File: src/rtl/mtr_drv.sv
// Dual half-bridge PWM driver: shared 12-bit period counter, per-side duty
// latch, raw compare and dead-time insertion with registered gate outputs.
module mtr_drv #(
  parameter logic [5:0] DEAD_TIME = 6'h20
) (
  input  logic        clk,
  input  logic        rst,
  input  logic [11:0] lft_spd,
  input  logic [11:0] rght_spd,
  input  logic        en,
  output logic        lft_PWM1,
  output logic        lft_PWM2,
  output logic        rght_PWM1,
  output logic        rght_PWM2,
  output logic        PWM_synch
);

  localparam int unsigned CNT_W  = 12;
  localparam int unsigned DEAD_W = 6;
  localparam int unsigned NSIDE  = 2;
  localparam logic [CNT_W-1:0] CNT_LAST = {CNT_W{1'b1}};
  localparam logic [CNT_W-1:0] DUTY_MID = {1'b1, {(CNT_W-1){1'b0}}};

  logic [CNT_W-1:0]  cnt_q, cnt_d;
  logic              synch_q, synch_d;
  logic [CNT_W-1:0]  spd    [NSIDE];
  logic [CNT_W-1:0]  duty_q [NSIDE];
  logic [CNT_W-1:0]  duty_d [NSIDE];
  logic [DEAD_W-1:0] dead_q [NSIDE];
  logic [DEAD_W-1:0] dead_d [NSIDE];
  logic [NSIDE-1:0]  raw_q, raw_d;
  logic [NSIDE-1:0]  pwm1_q, pwm1_d;
  logic [NSIDE-1:0]  pwm2_q, pwm2_d;

  // Index 0 is the left bridge, index 1 the right bridge.
  assign spd[0] = lft_spd;
  assign spd[1] = rght_spd;

  always_comb begin
    cnt_d   = cnt_q + CNT_W'(1);
    synch_d = (cnt_q == CNT_LAST);
    raw_d   = '0;
    pwm1_d  = '0;
    pwm2_d  = '0;
    for (int s = 0; s < NSIDE; s++) begin
      duty_d[s] = duty_q[s];
      dead_d[s] = dead_q[s];
      // Signed command to offset-binary duty, loaded only at the period boundary.
      if (cnt_q == CNT_LAST) begin
        duty_d[s] = spd[s] ^ DUTY_MID;
      end
      raw_d[s] = (cnt_q < duty_q[s]);
      // Any raw edge or disable restarts the dead window with both gates off.
      if (!en || (raw_d[s] != raw_q[s])) begin
        dead_d[s] = DEAD_TIME;
      end else if (dead_q[s] != '0) begin
        dead_d[s] = dead_q[s] - DEAD_W'(1);
      end else begin
        pwm1_d[s] = raw_q[s];
        pwm2_d[s] = ~raw_q[s];
      end
    end
  end

  always_ff @(posedge clk) begin
    if (rst) begin
      cnt_q   <= '0;
      synch_q <= 1'b0;
      raw_q   <= '0;
      pwm1_q  <= '0;
      pwm2_q  <= '0;
      for (int s = 0; s < NSIDE; s++) begin
        duty_q[s] <= DUTY_MID;
        dead_q[s] <= DEAD_TIME;
      end
    end else begin
      cnt_q   <= cnt_d;
      synch_q <= synch_d;
      raw_q   <= raw_d;
      pwm1_q  <= pwm1_d;
      pwm2_q  <= pwm2_d;
      for (int s = 0; s < NSIDE; s++) begin
        duty_q[s] <= duty_d[s];
        dead_q[s] <= dead_d[s];
      end
    end
  end

  assign lft_PWM1  = pwm1_q[0];
  assign lft_PWM2  = pwm2_q[0];
  assign rght_PWM1 = pwm1_q[1];
  assign rght_PWM2 = pwm2_q[1];
  assign PWM_synch = synch_q;

endmodule

File: config.mk
export PLATFORM = sky130hd
export DESIGN_NAME = mtr_drv
export DESIGN_NICKNAME = d
export VERILOG_FILES = /design/src/rtl/mtr_drv.sv
export SDC_FILE = /design/constraint.sdc
export NUM_CORES = 1
export LEC_CHECK = 0
export ABC_AREA = 1
export CORE_UTILIZATION = 63
export CTS_CLUSTER_SIZE = 10
export DETAILED_ROUTE_END_ITERATION = 16
export DONT_BUFFER_PORTS = 1
export GPL_TIMING_DRIVEN = 0
export PLACE_DENSITY = 0.8
export SETUP_SLACK_MARGIN = 0.5
export SYNTH_ARGS = -nofsm -noshare
export SYNTH_HDL_FRONTEND = slang
export SYNTH_SLANG_ARGS = --single-unit
File: constraint.sdc
create_clock -name clk -period 2 [get_ports clk]
set_clock_uncertainty 0.1 [all_clocks]
set_input_delay 0.2 -clock clk [delete_from_list [all_inputs] [get_ports clk]]
set_output_delay 0.2 -clock clk [all_outputs]
set_load 0.05 [all_outputs]
==> results of run 1 <==
-- repair_timing --
action | 4_1_cts
pin swaps | 31
endpoints found under the setup margin | 48
hold buffers | 24
cloned | 3
endpoints found under the hold margin | 24
setup buffers | 17
resized for setup | 85
-- layer usage --
| layer | GRT overflow | GRT usage [%] |
|---|---|---|
| met3 | 1 | 61.3 |
| met4 | 105 | 109 |
| met1 | 1 | 86.1 |
| met2 | 220 | 119 |
| met5 | 0 | 1.11 |
-- kinds of logic after synthesis --
family	Yosys count
buffers and inverters	81
XOR/XNOR	6
AO/OA/AOI/OAI	52
adder cells (fa/ha/maj)	25
flip-flops	55
AND/OR/NAND/NOR	172
-- through the flow --
step / hold slack, ns / instances / setup WS [ns] / instance area, sq um
detailed placement: 0.220 / 443 / 0.102 / 3000
floorplan: 0.213 / 391 / 0.336 / 2940
CTS: 0.0615 / 495 / 0.271 / 3920
global placement: 0.217 / 443 / 0.0878 / 3000
==> results.tsv, run 1 <==
stage	metric	value	unit
outcome	status	did not finish	
outcome	haltStage	global routing	
outcome	firstError	[ERROR GRT-0232] Routing congestion too high. Check the congestion heatmap in the GUI.	
yosys	synthArstFlopShare	0	%
yosys	synth_fa_ha_area_share	11.0	%
yosys	synth_seq_cells	55	
clock_network	cts_root_buffer	clkbuf_8	
yosys	synthCells	391	
placement	dp_hpwl	4.10	mm
floorplanning	rows	24	
yosys	synthTopCellsByArea	dfxtp_1 (39%), nand2_1 (12%), ha_1 (11%), inv_1 (9.5%), a21oi_1 (6.5%)	
yosys	synth_flop_cell	dfxtp_1	
yosys	synth_top_family_by_area	simple AND/OR/NAND/NOR gates	
global_route	grt_use_total	91.0	%
yosys	synth.largest_area_cell	dfxtp_1	
yosys	synth_edf_count	0	
placement	gp_congestion	0.776	
clock_network	htree_levels	2	
yosys	synth_top_area_share	38.5	%
floorplanning	boundaryPins	32	
yosys	syn_nets	443	
floorplanning	start_util	65.6	%
yosys	ys_warn_count	0	
global_route	grt_max_degree	17	
clock_network	cts_sinks	55	
clock_network	clockBufferDepth	2	
yosys	yosys.area_share.simple	26.9	%
yosys	syn_area	2860	sq um
yosys	synth-seq-area-share	38.5	%
yosys	synth_compound_area_share	9.90	%
yosys	yosys.cell_types.count	27	
yosys	synth_common_cells	nand2_1 (88), inv_1 (72), dfxtp_1 (55)	
yosys	synthXorXnorAreaFrac	1.84	%
yosys	yosys.cell_count.top_type	nand2_1	
floorplanning	die_h	69.3	microns
placement	io_buffer_count	0	
sta	crit_endpoint	duty_q[0][5]$_SDFFE_PP0P_/D	
yosys	synthMuxAreaShare	0	%
clock_network	cts_made_buffers	5	
floorplanning	die_w	69.3	microns
global_route	overflow	327	
sta	worst-ep-kind	register data pin	
yosys	syn_avg_cell_area	7.31	sq um
==> inputs of run 2 (changes only) <==
CORE_UTILIZATION = 40   (was 63)
CTS_CLUSTER_SIZE = default   (was 10)
PLACE_DENSITY = default   (was 0.8)
PLACE_DENSITY_LB_ADDON = 0.15   (was default)
SETUP_SLACK_MARGIN = default   (was 0.5)
==> run 2 against run 1 <==
The run now ends clean; synthesized cell count is the same; synthesized area is the same.
==> results.tsv, run 2 <==
stage	metric	value	unit
worst_hold_path	hold-path-endpoint	dead_q[0][11]	
placement	dpl_worst_slack	-0.0288	ns
finish	layout.nets	481	
yosys	yosys.cell_types.count	27	
worst_hold_path	hold_start	rst	
sta	finalWorstSetupSlack	0.142	ns
finish	layout_commonest_cell	nand2_1	
clock_network	cts_sinks	55	
worst_setup_path	end_kind	flop	
power_and_ir_drop	p_per_area	582	nW/um^2
clock_network	clockBufferDepth	2	
global_route	overflow	0	
outcome	status	finished, final reports clean	
worst_hold_path	hold_depth	2	
yosys	syn_avg_cell_area	7.31	sq um
global_route	grt_pass1_wl	10.1	mm
global_route	grt_pass1_vias	2218	
sta	hold_viol	0	
yosys	synthCells	391	
detailed_routing	routed_via_density	4.61	
yosys	syn_area	2860	sq um
clock_network	htree_levels	2	
worst_setup_path	reg2reg_setup_slack	0.14	ns
finish	largest-register	duty_q	
detailed_routing	drt.antenna.violating_nets	0	
placement	dp_hpwl	4.26	mm
worst_setup_path	worstReg2RegStart	cnt_q[1]	
yosys	yosys.cell_count.top_type	nand2_1	
detailed_routing	wirelength	5.92	mm
finish	diodes	0	
finish	largest_reg_flops	24	
yosys	synth_edf_count	0	
global_route	antenna_found_initial	0	
yosys	synthArstFlopShare	0	%
finish	instances_no_fill	526	
yosys	synth.largest_area_cell	dfxtp_1	
sta	final.setup.tns	0	ns
worst_setup_path	path_max_fanout	4	
yosys	synth_seq_cells	55	
placement	gp_congestion	0.761	
worst_setup_path	r2r_cells	10	
yosys	ys_warn_count	0	
floorplanning	die_w	86.5	microns
sta	tightestPinTransition	0.561	ns
global_route	grt_use_total	17.2	%
sta	finalMaxSlewViolations	0	
yosys	synthTopCellsByArea	dfxtp_1 (39%), nand2_1 (12%), ha_1 (11%), inv_1 (9.5%), a21oi_1 (6.5%)	
worst_setup_path	worstSetupStartpoint	cnt_q[1]	
floorplanning	start_util	41.8	%
clock_network	clkSlewWorstSetupHoldPaths	0.10	ns
placement	dp_cells	487	
sta	maxSlewHeadroom	62.5	%
finish	largest_registers	duty_q x24, cnt_q x12, dead_q x12	
sta	period_share	92.9	%
detailed_routing	drtPass1Iterations	4	
power_and_ir_drop	vdd_ir_drop_max	0.319	mV
yosys	synth-seq-area-share	38.5	%
finish	fill_cells	686	
detailed_routing	route.detailed.drc	0	
worst_setup_path	r2r_end	cnt_q[10]	
sta	post-route-min-period	1.86	ns
yosys	synth_flop_cell	dfxtp_1	
worst_hold_path	hp-class	in -> reg	
floorplanning	die-area	7480	sq um
run	drv_cap	0	
clock_network	cts_made_buffers	5	
floorplanning	core_area	6830	sq um
detailed_routing	drtIter0Drc	75	
floorplanning	rows	30	
detailed_routing	detail_route.wl_per_cell	11.2	microns
worst_setup_path	critPathKind	reg -> reg	
clock_network	tritoncts	done	
worst_setup_path	worst_ep_required_time	2.11	ns
floorplanning	boundaryPins	32	
power_and_ir_drop	leakagePower	1.55	nW
sta	hold_slack	0.0617	ns
finish	final_cell_mix	nand2_1 (87), inv_1 (72), dfxtp_1 (50)	
worst_setup_path	startpoint_type	flop	
finish	drive_gt1_share	9.53	%
sta	max_freq	538	MHz
clock_network	cts_root_buffer	clkbuf_8	
floorplanning	die_h	86.5	microns
placement	io_buffer_count	0	
worst_setup_path	arrival	1.96	ns
yosys	synth_common_cells	nand2_1 (88), inv_1 (72), dfxtp_1 (55)	
sta	finalSetupViolations	0	
yosys	synth_top_area_share	38.5	%
yosys	syn_nets	443	
global_route	grt_max_degree	16	
clock_network	clk_latency	0.30	ns
detailed_routing	via_count	2424	
finish	layout-area-overhead-vs-synth	19.1	%
## run 2: cell counts after synthesis
Identical to the previous run, type by type.
## run 2: worst max-delay path, cell delays in order, from the launching register on
cell	delay, ns
dfxtp_2	0.37
ha_2	0.19
nand2_2	0.08
nor2_4	0.14
nand3_4	0.09
nor3_4	0.26
buf_4	0.17
buf_4	0.10
nand2_1	0.05
o21ai_0	0.14
nor2_1	0.06
## run 2: layout make-up
type | count | area (sq um) | area share (%)
well taps | 96 | 120 | 3.53
multi-input cells | 255 | 1440 | 42.3
plain buffers | 9 | 68.8 | 2.02
flip-flops and latches | 55 | 1110 | 32.6
clock buffers | 8 | 100 | 2.94
inverters | 72 | 270 | 7.95
repair buffers | 31 | 297 | 8.72
## run 2: kinds of logic after synthesis
group,Yosys count,share of synthesized area (%)
AOI/OAI and AO/OA,52,9.90
xor gates and xnor gates,6,1.84
adders and majority gates,25,11.0
buffers and inverters,81,11.9
DFF,55,38.5
and+or+nand+nor,172,26.9
## run 2: worst max path at each step
stage                         end  slack, ns  cells after the start
finish                  cnt_q[10]       0.14                     10
global route        duty_q[0][17]      -0.01                      9
CTS                  dead_q[0][3]       0.04                     10
detailed placement  duty_q[0][12]      -0.03                      9
global placement    duty_q[0][13]     -0.002                      9
floorplan           duty_q[0][11]       0.27                      9
## run 2: per-layer routing
metal	global-route usage, %	vias up	routed length [microns]
li1	-	1312	-
met2	28.7	26	2740
met1	23.3	1082	3020
met4	3.64	0	33
met5	0	-	0
met3	2.86	4	117
## run 2: repair_timing
| action | in CTS | in global routing |
|---|---|---|
| hold endpoints to repair | 24 | 0 |
| setup buffers | 3 | 4 |
| gates resized for setup | 0 | 12 |
| endpoints found under the setup margin | 17 | 33 |
| hold buffers | 24 | 0 |
| pin swaps | 1 | 1 |
## run 2: where the power goes
group / total [W] / internal (W) / switching, W
Clock: 0.000671 / 0.000317 / 0.000354
Combinational: 0.000175 / 0.0000839 / 0.0000911
Sequential: 0.00113 / 0.00111 / 0.0000180
## run 2: through the flow
stage / util (%) / power (W) / cell area [sq um]
4_1_cts: 48.9 / 0.00201 / 3340
5_1_grt: 49.8 / 0.00209 / 3400
3_3_place_gp: 43.6 / 0.00129 / 2980
2_1_floorplan: - / 0.00126 / 2860
6_report: 49.8 / 0.00198 / 3400
3_5_place_dp: 43.6 / 0.00129 / 2980
(Power assumes the default switching activity.)
==> RTL change (config.mk and constraints of run 2) <==
Change the localparam `DEAD_W` from 6 to 8.
--- a/src/rtl/mtr_drv.sv
+++ b/src/rtl/mtr_drv.sv
@@ -18,3 +18,3 @@
   localparam int unsigned CNT_W  = 12;
-  localparam int unsigned DEAD_W = 6;
+  localparam int unsigned DEAD_W = 8;
   localparam int unsigned NSIDE  = 2;
Function: no difference found for any inputs over 10 cycles, from zero or initial values and one cycle with rst high; that may be too few to reach the edited logic, so the function may still have changed.
==> RTL change against run 2 <==
- final area grew 8.6%
- hold slack worse by 25 ps
- global-route usage grew 0.68 points
- non-clock buffer count fell by 1
- sequential share of layout area shrank 0.46 points
- total power grew 39%
- first-iteration DRC count is 27% higher
- worst setup slack improved by 17 ps
- largest power group is now the clock network
- combinational power up 11%
- sequential cell count increased by 4
- routed wire length is 3.8% higher
- die area is 5.0% higher
- area after synthesis increased by 5.1%
- critical path type unchanged
==> RTL change: results (changes against run 2) <==
* Commonest cells in the netlist: 86 x nand2_1, 66 x inv_1, 59 x dfxtp_1
* Distinct cells, synth at 24 (-11%)
* Layout cells sized above 1 at 10.1% (+0.60 points)
* Post-Route WL at 6.14 mm (+3.8%)
* GR Layer Usage met2 at 28.5% (-0.25 points)
* Worst skew pair latency at 340 ps (+40 ps)
* Post-detail-place hpwl at 4.44 mm (+4.4%)
* Num CTS Buffers at 9 (+4)
* Peak supply drop at 282 µV (-12%)
* Avg Cell Area, Syn at 7.36 µm² (+0.70%)
* DP Worst Slack at -44.0 ps (-15.2 ps)
* First-pass GRT wire length at 10.4 mm (+3.1%)
* Avg WL per Cell at 11.1 µm (-1.2%)
* Top Registers: duty_q x24, dead_q x16, cnt_q x12
* Global Route met1 Usage at 22.8% (-0.48 points)
* Clk slew on worst S/H paths at 70 ps (-30 ps)
* Slowest CP cell: dfxtp_1
* Outcome: completed
* Leakage at 0.00164 µW (+6.0%)
* DRT iter0 DRCs at 95 (+27%)
* Post-Place Cells at 507 (+4.1%)
* GRT Total Usage at 17.9% (+0.68 points)
* H-tree depth at 3 (+1)
* Met3 Use GR at 4.48% (+1.6 points)
* Max-slew headroom at 48.2% (-14 points)
* Fill cells at 748 (+9.0%)
RTL change: kinds of logic (layout without fill, tap and decap cells):
family                   after synthesis  after routing  share of synthesized area, %
flip-flops                            59             59                          39.3
AO/OA/AOI/OAI                         50             50                          8.92
XOR/XNOR                              11             11                          3.21
buffers and inverters                 75            121                          10.5
adder cells (fa/ha/maj)               25             25                          10.4
AND/OR/NAND/NOR                      188            188                          27.6
RTL change: cell type report:
cell class	count	area, µm²	area share [%]
multi-input combinational	274	1540	41.7
timing repair buffer	30	288	7.79
buffer	9	66.3	1.79
sequential	59	1190	32.1
inverter	66	248	6.71
clock inverter	5	100	2.71
clock buffer	11	141	3.83
tap	99	124	3.35
RTL change: what timing repair did:
action | 4_1_cts | 5_1_grt
endpoints found under the hold margin | 25 | 0
endpoints found under the setup margin | 17 | 38
resized for setup | 0 | 12
setup buffers | 4 | 1
pin swaps | 1 | 1
hold buffers | 25 | 0
RTL change: where the power goes:
| part | total [µW] | switching (µW) | internal [µW] |
|---|---|---|---|
| sequential | 1210 | 17.5 | 1200 |
| clock | 1340 | 480 | 858 |
| combinational | 194 | 102 | 91.3 |
| total | 2740 | 600 | 2140 |
RTL change: final timing paths:
path | start | to | slack, ps
worst min register to register | duty_q[0][8]$_SDFFE_PP0P_ | duty_q[0][8]$_SDFFE_PP0P_ | 360
worst min-delay path | rst | duty_q[0][11]$_SDFFE_PP1P_ | 40
worst max-delay path | cnt_q[0]$_SDFF_PP0_ | cnt_q[8]$_SDFF_PP0_ | 160
worst max register to register | cnt_q[0]$_SDFF_PP0_ | cnt_q[8]$_SDFF_PP0_ | 160
RTL change: layer usage:
metal / vias to the layer above / routed length [µm]
met5: - / 0
met4: 0 / 109
met3: 9 / 231
met2: 39 / 2750
met1: 1114 / 3050
li1: 1385 / -
RTL change: through the flow:
stage	util [%]	total power, µW	area, µm²	TNS, ps
after floorplan	-	1360	3000	0
after detailed placement	43.1	1390	3130	-643
final	50.9	2740	3690	0
after global routing	50.9	2860	3690	-11.2
after global placement	43.1	1380	3130	-449
after CTS	50.3	2790	3650	0
